## src/rtl/exu_alu_iter.sv

```systemverilog
// Integer execute unit: single-cycle ALU ops plus an iterative 1-bit/cycle shifter,
// with valid/ready throttling of the decode stage and a registered writeback port.
module exu_alu_iter #(
  parameter int unsigned DATA_WIDTH     = 32,
  parameter int unsigned RD_LEN_STA     = 5,
  parameter int unsigned DYN_INST_WIDTH = 4*DATA_WIDTH + RD_LEN_STA + 13
) (
  input  logic                      clk,
  input  logic                      rst_n,
  input  logic [DYN_INST_WIDTH-1:0] dyn_instr_i,
  input  logic                      dyn_vld_i,
  output logic                      dyn_rdy_o,
  output logic [RD_LEN_STA-1:0]     rd_exeu_o,
  output logic [DATA_WIDTH-1:0]     wrtbck_dat_exeu_o,
  output logic                      wrtbck_en_exeu_o,
  output logic                      busy_o,
  output logic                      invld_err_o
);

  // Decoded-instruction bus layout, LSB first
  localparam int unsigned INVLD_DYNOFF   = 0;
  localparam int unsigned USE_RD_DYNOFF  = 1;
  localparam int unsigned USE_IMM_DYNOFF = 2;
  localparam int unsigned USE_RS2_DYNOFF = 3;
  localparam int unsigned USE_RS1_DYNOFF = 4;
  localparam int unsigned TYPE_DYNOFF    = 5;
  localparam int unsigned ALUOP_DYNOFF   = 9;
  localparam int unsigned RD_DYNOFF      = 13;
  localparam int unsigned PC_DYNOFF      = RD_DYNOFF + RD_LEN_STA;
  localparam int unsigned IMM_DYNOFF     = PC_DYNOFF + DATA_WIDTH;
  localparam int unsigned RS2_DYNOFF     = IMM_DYNOFF + DATA_WIDTH;
  localparam int unsigned RS1_DYNOFF     = RS2_DYNOFF + DATA_WIDTH;

  // Instruction type codes carried in the 4-bit type field
  localparam logic [3:0] U_LUI_INSTR    = 4'd2;
  localparam logic [3:0] U_AUIPC_INSTR  = 4'd3;
  localparam logic [3:0] I_ECALL_INSTR  = 4'd4;
  localparam logic [3:0] I_EBREAK_INSTR = 4'd5;

  localparam int unsigned SHW = $clog2(DATA_WIDTH);

  typedef enum logic [1:0] {ST_IDLE, ST_SHIFT, ST_WB} state_t;

  state_t                  r_state;
  logic [SHW-1:0]          r_cnt;
  logic [DATA_WIDTH-1:0]   r_sh;
  logic [3:0]              r_op;
  logic [RD_LEN_STA-1:0]   r_rd_pend;
  logic                    r_ok_pend;
  logic [RD_LEN_STA-1:0]   r_rd;
  logic [DATA_WIDTH-1:0]   r_dat;
  logic                    r_en;
  logic                    r_err;

  logic [DATA_WIDTH-1:0]   w_rs1, w_rs2, w_imm, w_pc;
  logic [RD_LEN_STA-1:0]   w_rd;
  logic [3:0]              w_op, w_type;
  logic                    w_use_rs1, w_use_imm, w_use_rd, w_invld;
  logic                    w_unused_rs2;
  logic [DATA_WIDTH-1:0]   w_opa, w_opb, w_res, w_sh_next;
  logic [SHW-1:0]          w_shamt;
  logic                    w_is_shift, w_wb_ok, w_lt, w_ltu;

  assign w_rs1        = dyn_instr_i[RS1_DYNOFF +: DATA_WIDTH];
  assign w_rs2        = dyn_instr_i[RS2_DYNOFF +: DATA_WIDTH];
  assign w_imm        = dyn_instr_i[IMM_DYNOFF +: DATA_WIDTH];
  assign w_pc         = dyn_instr_i[PC_DYNOFF +: DATA_WIDTH];
  assign w_rd         = dyn_instr_i[RD_DYNOFF +: RD_LEN_STA];
  assign w_op         = dyn_instr_i[ALUOP_DYNOFF +: 4];
  assign w_type       = dyn_instr_i[TYPE_DYNOFF +: 4];
  assign w_use_rs1    = dyn_instr_i[USE_RS1_DYNOFF];
  assign w_use_imm    = dyn_instr_i[USE_IMM_DYNOFF];
  assign w_use_rd     = dyn_instr_i[USE_RD_DYNOFF];
  assign w_invld      = dyn_instr_i[INVLD_DYNOFF];
  // Operand B is chosen by use_imm alone, so use_rs2 carries no information here
  assign w_unused_rs2 = dyn_instr_i[USE_RS2_DYNOFF];

  assign w_opa = (w_type == U_AUIPC_INSTR) ? w_pc :
                 (w_type == U_LUI_INSTR)   ? '0   :
                 (w_use_rs1 ? w_rs1 : '0);
  assign w_opb = w_use_imm ? w_imm : w_rs2;

  assign w_shamt    = w_opb[SHW-1:0];
  assign w_is_shift = (w_op == 4'b0001) || (w_op == 4'b0101) || (w_op == 4'b1101);
  assign w_wb_ok    = w_use_rd && (w_rd != '0) && !w_invld &&
                      (w_type != I_ECALL_INSTR) && (w_type != I_EBREAK_INSTR);
  assign w_lt       = $signed(w_opa) < $signed(w_opb);
  assign w_ltu      = w_opa < w_opb;

  // Single-cycle result; shift codes only reach here with a zero shift amount
  always_comb begin
    w_res = w_opa + w_opb;
    case (w_op)
      4'b1000: w_res = w_opa - w_opb;
      4'b0010: w_res = {{(DATA_WIDTH-1){1'b0}}, w_lt};
      4'b0011: w_res = {{(DATA_WIDTH-1){1'b0}}, w_ltu};
      4'b0100: w_res = w_opa ^ w_opb;
      4'b0110: w_res = w_opa | w_opb;
      4'b0111: w_res = w_opa & w_opb;
      4'b0001, 4'b0101, 4'b1101: w_res = w_opa;
      default: w_res = w_opa + w_opb;
    endcase
  end

  // One-bit step of the iterative shifter
  always_comb begin
    w_sh_next = {r_sh[DATA_WIDTH-1], r_sh[DATA_WIDTH-1:1]};
    case (r_op)
      4'b0001: w_sh_next = {r_sh[DATA_WIDTH-2:0], 1'b0};
      4'b0101: w_sh_next = {1'b0, r_sh[DATA_WIDTH-1:1]};
      default: w_sh_next = {r_sh[DATA_WIDTH-1], r_sh[DATA_WIDTH-1:1]};
    endcase
  end

  // Control FSM, shifter state and writeback registers
  always_ff @(posedge clk or negedge rst_n) begin
    if (!rst_n) begin
      r_state   <= ST_IDLE;
      r_cnt     <= '0;
      r_sh      <= '0;
      r_op      <= '0;
      r_rd_pend <= '0;
      r_ok_pend <= 1'b0;
      r_rd      <= '0;
      r_dat     <= '0;
      r_en      <= 1'b0;
      r_err     <= 1'b0;
    end else begin
      r_en <= 1'b0;
      case (r_state)
        ST_IDLE: begin
          if (dyn_vld_i) begin
            if (w_invld) r_err <= 1'b1;
            if (w_is_shift && (w_shamt != '0)) begin
              r_sh      <= w_opa;
              r_cnt     <= w_shamt;
              r_op      <= w_op;
              r_rd_pend <= w_rd;
              r_ok_pend <= w_wb_ok;
              r_state   <= ST_SHIFT;
            end else begin
              r_dat   <= w_res;
              r_rd    <= w_rd;
              r_en    <= w_wb_ok;
              r_state <= ST_WB;
            end
          end
        end
        ST_SHIFT: begin
          r_sh  <= w_sh_next;
          r_cnt <= r_cnt - SHW'(1);
          if (r_cnt == SHW'(1)) begin
            r_dat   <= w_sh_next;
            r_rd    <= r_rd_pend;
            r_en    <= r_ok_pend;
            r_state <= ST_WB;
          end
        end
        ST_WB:   r_state <= ST_IDLE;
        default: r_state <= ST_IDLE;
      endcase
    end
  end

  assign dyn_rdy_o         = (r_state == ST_IDLE);
  assign busy_o            = (r_state != ST_IDLE);
  assign rd_exeu_o         = r_rd;
  assign wrtbck_dat_exeu_o = r_dat;
  assign wrtbck_en_exeu_o  = r_en;
  assign invld_err_o       = r_err;

endmodule

```

## config.mk

```make
export PLATFORM = sky130hd
export DESIGN_NAME = exu_alu_iter
export DESIGN_NICKNAME = d
export VERILOG_FILES = /design/src/rtl/exu_alu_iter.sv
export SDC_FILE = /design/constraint.sdc
export NUM_CORES = 1
export LEC_CHECK = 0
export ABC_CLOCK_PERIOD_IN_PS = 5890
export BUFFER_PORTS_ARGS = -buffer_cell sky130_fd_sc_hd__buf_2
export CORE_MARGIN = 1
export CORE_UTILIZATION = 60
export DETAILED_ROUTE_END_ITERATION = 16
export PLACE_DENSITY = 0.86
export SLEW_MARGIN = 20
export SYNTH_ARGS = -nofsm -noshare
export SYNTH_HDL_FRONTEND = slang
export SYNTH_SLANG_ARGS = --single-unit
```

## constraint.sdc

```tcl
create_clock -name clk -period 5.89 [get_ports clk]
set_input_delay 0.8835 -clock clk [delete_from_list [all_inputs] [get_ports clk]]
set_output_delay 0.8835 -clock clk [all_outputs]
set_load 0.03 [all_outputs]
```

==> impl_metrics.py <==
metrics = {
    "status": {
        "outcome": "finished, final reports clean",
    },
    "sta": {
        "worst_clock_skew_ns": 0.00661,
        "hold_viol_final": 0,
        "slew_headroom": 0.280,
        "fmax_mhz": 192,
        "worst_pin_slew_ns": 1.05,
        "setup_viol": 0,
        "finalMaxSlewViolations": 0,
        "tns_ns": 0,
        "finalCritPeriodShare": 0.884,
        "period_needed_ns": 5.21,
        "rsz0062_at_grt": "false",
    },
    "critical_path": {
        "endpoint_kind": "flip-flop",
        "crit_path_start_kind": "input port",
        "crit_path_max_fanout": 18,
        "required_ns": 6.12,
        "cp.arrival_ns": 5.44,
        "critPathKind": "input port to flip-flop",
    },
    "cells_and_area": {
        "fillers": 1381,
        "area_growth_pct": 13.1,
        "nets": 1693,
        "drive_above_1_share": 0.224,
    },
    "pwr": {
        "p_comb_frac": 0.574,
        "sequentialPowerShare": 0.287,
        "ir_drop_v": 0.000258,
        "p_int_w": 0.00198,
        "p_total_w": 0.00389,
        "p_per_area_mw_per_mm2": 333,
        "power_switching_share": 0.491,
        "total_leakage_power_nw": 5.54,
        "clockPowerShare": 0.139,
        "p_sw_w": 0.00191,
    },
    "logic_synthesis": {
        "synth_enable_flop_cells": 0,
        "synth_top_flop_cell": "dfrtp_1",
        "avgSynthCellArea_um2": 7.91,
        "syn_nets": 1554,
        "synthArstFlopShare": 1.00,
        "ys_seq_elements": 88,
        "ys_seq_area_frac": 0.213,
        "netlist_instances": 1305,
        "syn-cell-area_mm2": 0.0103,
        "yosysUniqueCellTypes": 102,
        "yosysWarnings": 0,
    },
    "cts": {
        "clock_latency_ns": 0.35,
        "cts_tree": "built",
        "ctsResizeCount": 0,
        "h-tree-depth": 3,
        "cts.sinks": 88,
        "hold_buffers": 0,
        "path_clk_slew_ns": 0.07,
        "root_buffer": "clkbuf_16",
        "clockBufferDepth": 2,
        "cts_buffers": 9,
        "cts_setup_buffers": 0,
    },
    "global_routing": {
        "grt_pass1_wl_mm": 56.7,
        "grt_usage": 0.408,
        "grt-ovfl-total": 0,
        "antenna_found_initial": 3,
        "first_global_vias": 10700,
        "grt_max_degree": 62,
    },
    "drt": {
        "ant_nets": 0,
        "drcViolationCount": 0,
        "wire_per_inst_um": 21.9,
        "dr.pass1.iters": 8,
        "viasPerCell": 6.84,
        "drt-total-wl_mm": 36.6,
        "vias": 11400,
        "first_iter_violations": 1434,
    },
    "worst_hold_path": {
        "hold_path_class": "flip-flop to flip-flop",
    },
    "floorplanning": {
        "io_pins": 190,
        "core-area_mm2": 0.0167,
        "num_rows": 47,
        "dieArea_mm2": 0.0177,
        "initial_core_util": 0.618,
        "die_y_um": 133,
        "dieWidth_um": 133,
    },
    "job": {
        "drv_cap": 0,
    },
    "placed_design": {
        "detailed_place_hpwl_mm": 26.9,
        "io_buffer_count": 188,
        "gp_congestion": 1.01,
    },
}
## cell usage in the layout (no fill, tap or decap), types with 39 or more instances in the layout
cell type / n
nor2_1: 76
ha_1: 98
nand2_1: 129
a21oi_1: 105
buf_2: 187
mux2i_1: 39
o21ai_0: 81
o211ai_1: 42
buf_4: 43
dfrtp_1: 88
inv_1: 90
## critical path, cell delays in order
cell	delay [ns]
buf_2	0.11
or3b_1	0.38
and2_1	0.35
buf_4	0.30
a22oi_1	0.54
inv_1	0.15
ha_1	0.61
and4_2	0.34
nand4_1	0.14
a2bb2oi_1	0.19
o211a_4	0.20
o41ai_2	0.47
nor2_1	0.10
a2111o_1	0.42
mux2i_1	0.15
o31ai_1	0.08
## metal layers
metal / global-route usage / share of wire / up-vias
met3: 0.0639 / 0.097 / 185
met5: 0 / 0.00030 / -
li1: - / - / 5150
met4: 0.340 / 0.090 / 2
met1: 0.496 / 0.37 / 5259
met2: 0.639 / 0.45 / 837
## synth_stat cells (5+ instances only)
cell type / instances / area share
nand2_1: 129 / 0.047
a21oi_1: 105 / 0.051
ha_1: 98 / 0.12
inv_1: 90 / 0.033
dfrtp_1: 88 / 0.21
o21ai_0: 81 / 0.039
nor2_1: 78 / 0.028
clkbuf_1: 65 / 0.024
o211ai_1: 42 / 0.031
mux2i_1: 39 / 0.038
a22oi_1: 33 / 0.024
mux2_2: 29 / 0.032
a211oi_1: 27 / 0.020
a21o_1: 27 / 0.020
o221ai_1: 25 / 0.021
nor3_1: 22 / 0.011
a221oi_1: 18 / 0.015
nand3_1: 17 / 0.0082
o31ai_1: 15 / 0.011
a31oi_1: 14 / 0.0085
buf_2: 14 / 0.0068
nor2b_1: 14 / 0.0085
nand2b_1: 12 / 0.0073
o21ai_1: 11 / 0.0053
a22o_1: 10 / 0.0085
buf_1: 10 / 0.0036
a2111oi_0: 9 / 0.0076
o21a_1: 9 / 0.0065
a221o_1: 8 / 0.0078
and2_1: 8 / 0.0048
buf_6: 8 / 0.0087
o22ai_1: 8 / 0.0048
nand4_1: 7 / 0.0042
nand3b_1: 6 / 0.0044
nor4_1: 6 / 0.0036
o21bai_1: 6 / 0.0044
and3_1: 5 / 0.0030
nor3b_1: 5 / 0.0036
o221a_2: 5 / 0.0055
## per-stage QoR
step	utilization	cells	setup slack (ns)	hold slack, ns	cell area (um2)
final	0.699	1671	0.681	0.471	11700
after global routing	0.699	1671	0.474	0.492	11700
after CTS	0.699	1669	0.884	0.467	11700
after detailed placement	0.682	1653	0.523	0.449	11400
after global placement	0.682	1653	0.637	0.440	11400
after floorplan	-	1305	1.26	0.424	10300
## power groups by stage
| stage | registers (W) | logic [W] | clock network [W] |
|---|---|---|---|
| final | 0.00112 | 0.00223 | 0.000542 |
| after global routing | 0.00114 | 0.00240 | 0.000565 |
| after CTS | 0.00110 | 0.00218 | 0.000543 |
| after detailed placement | 0.00110 | 0.00217 | 0 |
| after global placement | 0.00109 | 0.00211 | 0 |
| after floorplan | 0.00128 | 0.00136 | 0 |
## worst paths after layout
| path | from | to | slack, ns | cells past startpoint |
|---|---|---|---|---|
| worst max-delay path | dyn_instr_i[8] | wrtbck_dat_exeu_o[29]$_DFFE_PN0P_ | 0.68 | 16 |
| worst min-delay path | r_op[0]$_DFFE_PN0P_ | r_op[0]$_DFFE_PN0P_ | 0.47 | 1 |
| worst max register to register | r_state[0]$_DFFE_PN0P_ | wrtbck_dat_exeu_o[0]$_DFFE_PN0P_ | 2.92 | 9 |
| worst min register to register | r_op[0]$_DFFE_PN0P_ | r_op[0]$_DFFE_PN0P_ | 0.47 | 1 |
| max in group asynchronous | rst_n | r_sh[30]$_DFFE_PN0P_ | 4.34 | 2 |
| min in group asynchronous | rst_n | r_rd_pend[2]$_DFFE_PN0P_ | 0.54 | 1 |
## registers in the layout, summed over array words and instances, names as in the netlist
register and flops:
wrtbck_dat_exeu_o 32, r_rd_pend 5, invld_err_o 1, r_state 2, r_op 4, wrtbck_en_exeu_o 1, r_ok_pend 1, r_cnt 5
r_sh 32, rd_exeu_o 5
## area by class of cell
class	count	area [um2]	area share
diodes	2	5.00	0.000429
clock buffers	10	229	0.0196
clock inverters	6	45.0	0.00386
inverters	94	360	0.0309
multi-input cells	1021	7300	0.625
flip-flops and latches	88	2200	0.189
well taps	220	275	0.0236
repair buffers	230	1260	0.108
## cells by family after synthesis
logic type                 count (synthesis)  share of synthesized area
AOI/OAI and AO/OA                        510                      0.347
xor gates and xnor gates                   3                    0.00254
adders and majority gates                100                      0.123
buffers and inverters                    196                     0.0837
DFF                                       88                      0.213
muxes                                     69                     0.0708
and+or+nand+nor                          339                      0.160
No activity file was read; power rests on OpenSTA's default activity.
